$ cat config.mk
export PLATFORM = sky130hd
export DESIGN_NAME = if_id_buffer_flat
export DESIGN_NICKNAME = d
export VERILOG_FILES = /design/src/rtl/pipe_pkg.sv /design/src/rtl/if_id_buffer_if.sv /design/src/rtl/fb_storage.sv /design/src/rtl/if_id_buffer.sv /design/src/flat_wrapper.sv
export SDC_FILE = /design/constraint.sdc
export NUM_CORES = 1
export LEC_CHECK = 0
export CAP_MARGIN = 20
export CORE_UTILIZATION = 25
export DETAILED_ROUTE_END_ITERATION = 16
export GPL_ROUTABILITY_DRIVEN = 0
export PLACE_DENSITY_LB_ADDON = 0.12
export SKIP_LAST_GASP = 1
export SYNTH_ARGS = -nofsm -noshare
export SYNTH_HDL_FRONTEND = slang
export SYNTH_SLANG_ARGS = --single-unit
$ cat constraint.sdc
create_clock -name clk -period 16.2 [get_ports clk]
set_clock_uncertainty 0.15 [all_clocks]
set_input_delay 1.62 -clock clk [delete_from_list [all_inputs] [get_ports clk]]
set_output_delay 1.62 -clock clk [all_outputs]
set_load 0.05 [all_outputs]
$ cat src/rtl/pipe_pkg.sv
// Types and constants shared by the fetch/decode boundary of the pipeline.
// Holds the canonical fetch entry layout and the NOP used when decode has nothing.
package pipe_pkg;

    localparam int XLEN = 32;

    // addi x0, x0, 0
    localparam logic [31:0] NOP = 32'h0000_0013;

    typedef struct packed {
        logic [XLEN-1:0] pc;
        logic [XLEN-1:0] pc_plus4;
        logic [XLEN-1:0] instr;
    } fetch_entry_t;

endpackage

$ cat src/rtl/if_id_buffer_if.sv
// Fetch-to-decode handshake bundle: fetch push side, decode pop side and the Execute redirect.
// master is the pipeline around the buffer; slave is the buffer itself.
interface if_id_buffer_if #(
    parameter int DATA_WIDTH = 32
);

    logic                  valid_f;
    logic [DATA_WIDTH-1:0] pcF;
    logic [DATA_WIDTH-1:0] pc_plus4F;
    logic [DATA_WIDTH-1:0] instrF;
    logic                  ready_f;

    logic                  flushE;

    logic                  ready_d;
    logic                  valid_d;
    logic [DATA_WIDTH-1:0] pcD;
    logic [DATA_WIDTH-1:0] pc_plus4D;
    logic [DATA_WIDTH-1:0] instrD;

    modport master (
        output valid_f, pcF, pc_plus4F, instrF, flushE, ready_d,
        input  ready_f, valid_d, pcD, pc_plus4D, instrD
    );

    modport slave (
        input  valid_f, pcF, pc_plus4F, instrF, flushE, ready_d,
        output ready_f, valid_d, pcD, pc_plus4D, instrD
    );

endinterface

$ cat src/rtl/fb_storage.sv
// Entry array for the fetch buffer: one synchronous write port, one asynchronous read port.
// Pointer and occupancy bookkeeping live in the parent; this block only stores.
module fb_storage
    import pipe_pkg::*;
#(
    parameter int  DEPTH   = 2,
    parameter type entry_t = fetch_entry_t
) (
    input  logic                     clk,
    input  logic                     we,
    input  logic [$clog2(DEPTH)-1:0] waddr,
    input  entry_t                   wdata,
    input  logic [$clog2(DEPTH)-1:0] raddr,
    output entry_t                   rdata
);

    entry_t mem [DEPTH];

    // NOTE: no reset on the array; the parent gates every read with its occupancy count.
    always_ff @(posedge clk) begin
        if (we) begin
            mem[waddr] <= wdata;
        end
    end

    assign rdata = mem[raddr];

endmodule

$ cat src/rtl/if_id_buffer.sv
// IF/ID elastic buffer: a small FIFO between fetch and decode with flush, one-cycle
// push-to-head latency and a NOP presented to decode whenever the buffer is empty.
module if_id_buffer
    import pipe_pkg::*;
#(
    parameter int DATA_WIDTH = 32,
    parameter int DEPTH      = 2
) (
    input  logic           clk,
    input  logic           rst,
    if_id_buffer_if.slave  bus
);

    localparam int PTR_W = $clog2(DEPTH);
    localparam int CNT_W = PTR_W + 1;

    localparam logic [CNT_W-1:0]      DEPTH_CNT = CNT_W'(DEPTH);
    localparam logic [DATA_WIDTH-1:0] NOP_WORD  = DATA_WIDTH'(NOP);

    // Same layout as fetch_entry_t, sized to this instance's DATA_WIDTH.
    typedef struct packed {
        logic [DATA_WIDTH-1:0] pc;
        logic [DATA_WIDTH-1:0] pc_plus4;
        logic [DATA_WIDTH-1:0] instr;
    } entry_t;

    logic [PTR_W-1:0]      wr_ptr;
    logic [PTR_W-1:0]      rd_ptr;
    logic [CNT_W-1:0]      count;
    logic                  push;
    logic                  pop;
    entry_t                wr_entry;
    entry_t                rd_entry;
    logic [DATA_WIDTH-1:0] hold_pc;
    logic [DATA_WIDTH-1:0] hold_pc_plus4;

    // Handshake flags come straight from the count register, so ready_f never
    // depends combinationally on anything decode drives.
    assign bus.ready_f = (count < DEPTH_CNT);
    assign bus.valid_d = (count != '0);

    assign push = bus.valid_f && bus.ready_f && !bus.flushE;
    assign pop  = bus.valid_d && bus.ready_d && !bus.flushE;

    assign wr_entry = '{pc: bus.pcF, pc_plus4: bus.pc_plus4F, instr: bus.instrF};

    fb_storage #(
        .DEPTH   (DEPTH),
        .entry_t (entry_t)
    ) u_storage (
        .clk   (clk),
        .we    (push),
        .waddr (wr_ptr),
        .wdata (wr_entry),
        .raddr (rd_ptr),
        .rdata (rd_entry)
    );

    // NOTE: state registers use non-blocking assignments so every flop samples pre-edge values.
    always_ff @(posedge clk) begin
        if (!rst) begin
            wr_ptr <= '0;
            rd_ptr <= '0;
            count  <= '0;
        end else if (bus.flushE) begin
            wr_ptr <= '0;
            rd_ptr <= '0;
            count  <= '0;
        end else begin
            if (push) begin
                wr_ptr <= wr_ptr + PTR_W'(1);
            end
            if (pop) begin
                rd_ptr <= rd_ptr + PTR_W'(1);
            end
            case ({push, pop})
                2'b10:   count <= count + CNT_W'(1);
                2'b01:   count <= count - CNT_W'(1);
                default: count <= count;
            endcase
        end
    end

    // Remember what decode last saw so pcD/pc_plus4D stay put once the buffer drains.
    always_ff @(posedge clk) begin
        if (!rst) begin
            hold_pc       <= '0;
            hold_pc_plus4 <= '0;
        end else if (bus.valid_d) begin
            hold_pc       <= rd_entry.pc;
            hold_pc_plus4 <= rd_entry.pc_plus4;
        end
    end

    // NOTE: every output gets a default first so this block cannot infer a latch.
    always_comb begin
        bus.pcD       = hold_pc;
        bus.pc_plus4D = hold_pc_plus4;
        bus.instrD    = NOP_WORD;
        if (bus.valid_d) begin
            bus.pcD       = rd_entry.pc;
            bus.pc_plus4D = rd_entry.pc_plus4;
            bus.instrD    = rd_entry.instr;
        end
    end

endmodule

$ cat src/flat_wrapper.sv
// flat-port wrapper written by rule: the top's interface ports become plain ports
module if_id_buffer_flat import pipe_pkg::*;
#(
    parameter int DATA_WIDTH = 32,
    parameter int DEPTH      = 2
)
  (clk, rst, bus_valid_f, bus_pcF, bus_pc_plus4F, bus_instrF, bus_flushE, bus_ready_d, bus_ready_f, bus_valid_d, bus_pcD, bus_pc_plus4D, bus_instrD);
  if_id_buffer_if #(.DATA_WIDTH(DATA_WIDTH)) bus_i ();
  input  logic clk;
  input  logic rst;
  input wire logic [$bits(bus_i.valid_f)-1:0] bus_valid_f;
  input wire logic [$bits(bus_i.pcF)-1:0] bus_pcF;
  input wire logic [$bits(bus_i.pc_plus4F)-1:0] bus_pc_plus4F;
  input wire logic [$bits(bus_i.instrF)-1:0] bus_instrF;
  input wire logic [$bits(bus_i.flushE)-1:0] bus_flushE;
  input wire logic [$bits(bus_i.ready_d)-1:0] bus_ready_d;
  output wire logic [$bits(bus_i.ready_f)-1:0] bus_ready_f;
  output wire logic [$bits(bus_i.valid_d)-1:0] bus_valid_d;
  output wire logic [$bits(bus_i.pcD)-1:0] bus_pcD;
  output wire logic [$bits(bus_i.pc_plus4D)-1:0] bus_pc_plus4D;
  output wire logic [$bits(bus_i.instrD)-1:0] bus_instrD;
  assign bus_i.valid_f = bus_valid_f;
  assign bus_i.pcF = bus_pcF;
  assign bus_i.pc_plus4F = bus_pc_plus4F;
  assign bus_i.instrF = bus_instrF;
  assign bus_i.flushE = bus_flushE;
  assign bus_i.ready_d = bus_ready_d;
  assign bus_ready_f = bus_i.ready_f;
  assign bus_valid_d = bus_i.valid_d;
  assign bus_pcD = bus_i.pcD;
  assign bus_pc_plus4D = bus_i.pc_plus4D;
  assign bus_instrD = bus_i.instrD;
  if_id_buffer #(.DATA_WIDTH(DATA_WIDTH), .DEPTH(DEPTH)) u_core (.clk(clk), .rst(rst), .bus(bus_i));
endmodule
# Word level (Yosys, flattened, before mapping)
# Memory sizes are Yosys's and may differ from the RTL's. A register that Yosys moved wholly into a read port is not among the register bits.
# Cells that the tools add are included.
dict set report word_totals {
  regBits 68
  ram_bits 192
  input_bits 101
  out_inout_bits 98
  word_cells 30
  memories 1
}
# name words word_bits read_ports rd_ports_with_merged_regs write_ports line
set mem_list {}
lappend mem_list {u_core.u_storage.mem 2 96 1 1 1 fb_storage.sv:17} ;# entry_t mem [DEPTH];
dict set report op_classes {
  add_sub_neg 4
  magnitude_cmp 1
  n_eq_ne 2
  mux 8
  n_bitwise 1
  n_reduce_logical 8
}
# operator n
set ops {}
lappend ops {{32-bit 2-to-1 mux} 3}
lappend ops {{1-bit logical AND} 4}
lappend ops {{1-bit 2-to-1 mux} 4}
lappend ops {{2-bit one-hot mux with 2 select lines} 1}
lappend ops {{2-bit nonzero test} 2}
lappend ops {{1-bit adder (second input constant)} 2}
lappend ops {{2-bit by 1-bit adder with 2-bit output (second input constant)} 1}
lappend ops {{2-bit by 1-bit equality test with 1-bit output (second input constant)} 1}
lappend ops {{2-bit equality test (second input constant)} 1}
lappend ops {{2-bit < comparator (second input constant)} 1}
lappend ops {{2-bit OR reduction} 1}
lappend ops {{2-bit by 1-bit subtractor with 2-bit output (second input constant)} 1}
lappend ops {{1-bit logical NOT} 1}
lappend ops {{1-bit NOT} 1}

# Longest topological paths before layout
dict set report logic_depth {
  word_depth 5
  mapped_depth 6
  depth_no_buf 6
}

# Cells and area by module
# A second synthesis with hierarchy kept.
dict set report hier_totals {
  hier_cells 567
  area_unflattened_um2 10238.6
}
# mod instances cells_each area_per_inst_um2 seq_area_each_um2
set by_module_without_submodules {}
lappend by_module_without_submodules {fb_storage 1 301 7140.6 5765.5}
lappend by_module_without_submodules {if_id_buffer 1 266 3098.0 1361.3}

# Worst setup path before layout
# OpenSTA, ideal clock, no wires.
dict set report synth_path {
  kind {input to register}
  start {input port bus_flushE}
  end {memory u_core.u_storage.mem[0][0] (netlist bit) (enable)}
  setup_ps 551
  arrival_time_ps 6024
  required_time_ps 15499
  slack_ps 9475
  cell_stages 3
  n_path_buf 0
  cell_sequence {nor3b_1 inv_1 nor2_1}
}
dict set report synth_between {
  elab_chain_len 4
}
# element line
set synth_rtl {}
lappend synth_rtl {{start, declared} flat_wrapper.sv:15} ;# input wire logic [$bits(bus_i.flushE)-1:0] bus_flushE;
lappend synth_rtl {{1-bit logical NOT} if_id_buffer.sv:42} ;# assign push = bus.valid_f && bus.ready_f && !bus.flushE;
lappend synth_rtl {{1-bit logical AND} if_id_buffer.sv:42}
lappend synth_rtl {{1-bit 2-to-1 mux} fb_storage.sv:21} ;# if (we) begin
lappend synth_rtl {{1-bit 2-to-1 mux (not written as such)} fb_storage.sv:22} ;# mem[waddr] <= wdata;
lappend synth_rtl {{end, declared} fb_storage.sv:17}
# No other way between the ends.

# Worst setup path after layout
dict set report layout_path {
  start {register u_core.count[1]}
  end {output port bus_pcD[16]}
}
dict set report layout_between {
  elab_chain_len 2
}
# element line
set layout_rtl {}
lappend layout_rtl {{start, declared} if_id_buffer.sv:29} ;# logic [CNT_W-1:0] count;
lappend layout_rtl {{start signal, assigned} if_id_buffer.sv:77} ;# 2'b10: count <= count + CNT_W'(1);
lappend layout_rtl {{start signal, assigned} if_id_buffer.sv:78} ;# 2'b01: count <= count - CNT_W'(1);
lappend layout_rtl {{start signal, assigned} if_id_buffer.sv:79} ;# default: count <= count;
lappend layout_rtl {{2-bit nonzero test} if_id_buffer.sv:40} ;# assign bus.valid_d = (count != '0);
lappend layout_rtl {{32-bit 2-to-1 mux} if_id_buffer.sv:100} ;# if (bus.valid_d) begin
lappend layout_rtl {{end, declared} flat_wrapper.sv:19} ;# output wire logic [$bits(bus_i.pcD)-1:0] bus_pcD;
# No other way between the ends.

==> flow_summary_export.csv <==
group,metric,value,unit
worst_setup_path,r2r_cells,5,
floorplanning,die_h,205,µm
clock_network,cts_buffer_depth,3,
worst_setup_path,critPathKind,"reg -> out",
sta,timing.hold.ws,0.358,ns
finish,area_growth,32.8,%
sta,grt_setup_unrepaired,"no",
place,place_area,12700,µm²
worst_setup_path,arrival,3.71,ns
grt,grt_usage,11.6,%
clock_network,cts-resized-gates,0,
hold_path,hp-start,"u_core.rd_ptr",
grt,grt.overflow.total,0,
finish,fin_area,13600,µm²
sta,setup_tns,0,ns
finish,fin_nets,1009,
sta,slew_headroom,30.2,%
logic_synthesis,synth_nets,811,
logic_synthesis,synth_edf_count,192,
logic_synthesis,yosysTopAreaCell,"edfxtp_1",
grt,grt_pass1_wl,37100,µm
grt,grt_antenna_before_repair,3,
floorplanning,io-pin-count,199,
clock_network,cts_tree,"done",
clock_network,clock_sinks,261,
power,power.total,1.60,mW
floorplanning,die_area,41900,µm²
routing,vias,6005,
clock_network,clk_pin_slew_worst_paths,0.06,ns
logic_synthesis,syn-instance-count,709,
grt,grt_pass1_vias,6074,
logic_synthesis,syn_area_per_cell,14.5,µm²
logic_synthesis,async_reset_ff_share,0,%
finish,diodes,0,
hold_path,hold-path-endpoint,"u_core.rd_ptr",
worst_setup_path,required,14.43,ns
power,combPwrFrac,12.8,%
logic_synthesis,synthFlopType,"edfxtp_1",
worst_setup_path,crit_path_end_kind,"primary output",
job,maxCapViolations,0,
routing,dr.pass1.iters,4,
routing,routedWlPerCell,16.8,µm
power,p_sw_share,25.0,%
outcome,status,"finished, final reports clean",
worst_setup_path,timing.rr.end,"u_core.u_storage.mem[0][67]",
finish,multi_input_area,2820,µm²
logic_synthesis,yosys_warnings,0,
logic_synthesis,ys_seq_elements,261,
clock_network,clock_latency,0.57,ns
power,p_int,1.20,mW
finish,fin_util,34.0,%
sta,max_freq,0.183,GHz
worst_setup_path,r2r-start,"u_core.count[1]",
hold_path,hold_depth,2,
power,p_clk_share,40.4,%
logic_synthesis,yosysMostFrequentCell,"edfxtp_1",
sta,finalCriticalPeriod,5.48,ns
sta,setup_viol,0,
floorplanning,die_w,205,µm
finish,seq_area,7150,µm²
sta,fin_crit_sh,33.8,%
finish,fillers,3962,
sta,timing_worst_slew_pin_value,1.05,ns
power,p_leak,4.42,nW
logic_synthesis,synth_top_area_share,56.2,%
place,port_buffers,198,
logic_synthesis,syn_area,10300,µm²
clock_network,cts_max_level,1,
worst_setup_path,crit_path_max_fanout,44,
worst_setup_path,reg2reg_slack,13.19,ns
sta,finalHoldViolCount,0,
power,seq_power_share,46.8,%
floorplanning,coreArea,40100,µm²
routing,drt_iter0_drc,199,
place,dp_hpwl,14500,µm
routing,drc,0,
hold_path,hold_class,"reg -> reg",
power,peakVddDrop,0.0735,mV
sta,slew_violations,0,
power,p_sw,0.399,mW
clock_network,post_cts_buffers,0,
clock_network,cts_hold_buf,0,
worst_setup_path,startpoint_type,"register",
clock_network,cts_buffers,30,
clock_network,cts-root-buf,"clkbuf_16",
routing,ant_nets,0,
routing,avgViaCountPerCell,4.12,
routing,wl,24400,µm
grt,grt_max_degree,81,
logic_synthesis,synth_cell_types,25,
floorplanning,rows,73,
logic_synthesis,yosys-top-cells-count,"192 x edfxtp_1, 163 x nor2_1, 69 x dfxtp_1",
power,powerDensity,117,nW/µm²
logic_synthesis,synthTopCellsByArea,"edfxtp_1 56%, dfxtp_1 13%, nor2_1 6.0%",
logic_synthesis,ys_seq_area_share,69.7,%
floorplanning,start_util,25.6,%
finish,final_layout_size_suffix_gt1_share,14.8,%
-- logic make-up after synthesis --
kind of cell	Yosys count	synth area share (%)
multiplexers	32	3.12
adder cells (fa/ha/maj)	1	0.122
XOR/XNOR	4	0.341
AO/OA/AOI/OAI	67	6.83
AND/OR/NAND/NOR	299	16.9
flip-flops	261	69.6
buffers and inverters	45	2.99
-- cells in the final DEF, fill, tap and decap left out, types with 15 or more instances in the layout --
cell / n
a211oi_1: 23
a211oi_2: 41
clkbuf_1: 15
clkbuf_16: 30
clkdlybuf4s50_1: 197
dfxtp_1: 68
edfxtp_1: 192
mux2i_1: 32
nor2_1: 162
nor2b_1: 64
nor3b_1: 24
nor3b_2: 41
-- sequential cells by signal, summed over array words and instances, names as in the netlist, named ones only --
name and cells:
u_core.u_storage.mem 192, u_core.rd_ptr 1, u_core.wr_ptr 1, u_core.count 2, u_core.hold_pc_plus4 32, u_core.hold_pc 32
-- power by group through the flow --
| stage | registers (mW) | logic, mW | clock network [mW] |
|---|---|---|---|
| after CTS | 0.748 | 0.209 | 0.675 |
| after global placement | 0.761 | 0.208 | 0 |
| final | 0.748 | 0.204 | 0.646 |
| after floorplan | 0.762 | 0.126 | 0 |
| after global routing | 0.750 | 0.219 | 0.700 |
| after detailed placement | 0.762 | 0.208 | 0 |
-- metal layers --
layer	vias up	GRT usage [%]	wire (µm)
li1	2954	-	-
met1	2854	15.2	11100
met2	157	17.5	10500
met3	34	5.33	2410
met4	6	2.56	446
met5	-	0	40
-- critical path, stage by stage (launching register included) --
cell and delay (ns):
dfxtp_1 0.43, nor2_4 0.05, buf_4 0.32, inv_2 0.53, buf_4 0.61, nor2_1 0.14, nor2_1 0.15, clkdlybuf4s50_1 0.82
-- how the worst max path moves through the flow --
stage / to / slack, ns / startpoint / cells after the start
after floorplan: u_core.u_storage.mem[0][0] / 9.47 / bus_flushE / 3
after global placement: bus_pcD[15] / 11.22 / u_core.count[1] / 7
after detailed placement: bus_pc_plus4D[16] / 11.17 / u_core.count[1] / 7
after CTS: bus_pcD[20] / 10.57 / u_core.count[1] / 7
after global routing: bus_pcD[16] / 10.41 / u_core.count[1] / 7
final: bus_pcD[16] / 10.72 / u_core.count[1] / 7
-- metrics by stage --
step / setup slack (ns) / instances
5_1_grt: 10.41 / 1456
2_1_floorplan: 9.47 / 709
3_5_place_dp: 11.17 / 1400
6_report: 10.72 / 1456
3_3_place_gp: 11.22 / 1400
4_1_cts: 10.57 / 1456
-- final cells by class --
cell class,count,area share [%]
Sequential cell,261,52.5
Multi-Input combinational cell,403,20.7
Timing Repair Buffer,207,15.0
Clock buffer,50,6.42
Tap cell,525,4.82
Clock inverter,6,0.486
Inverter,4,0.110
(Power assumes the default switching activity.)
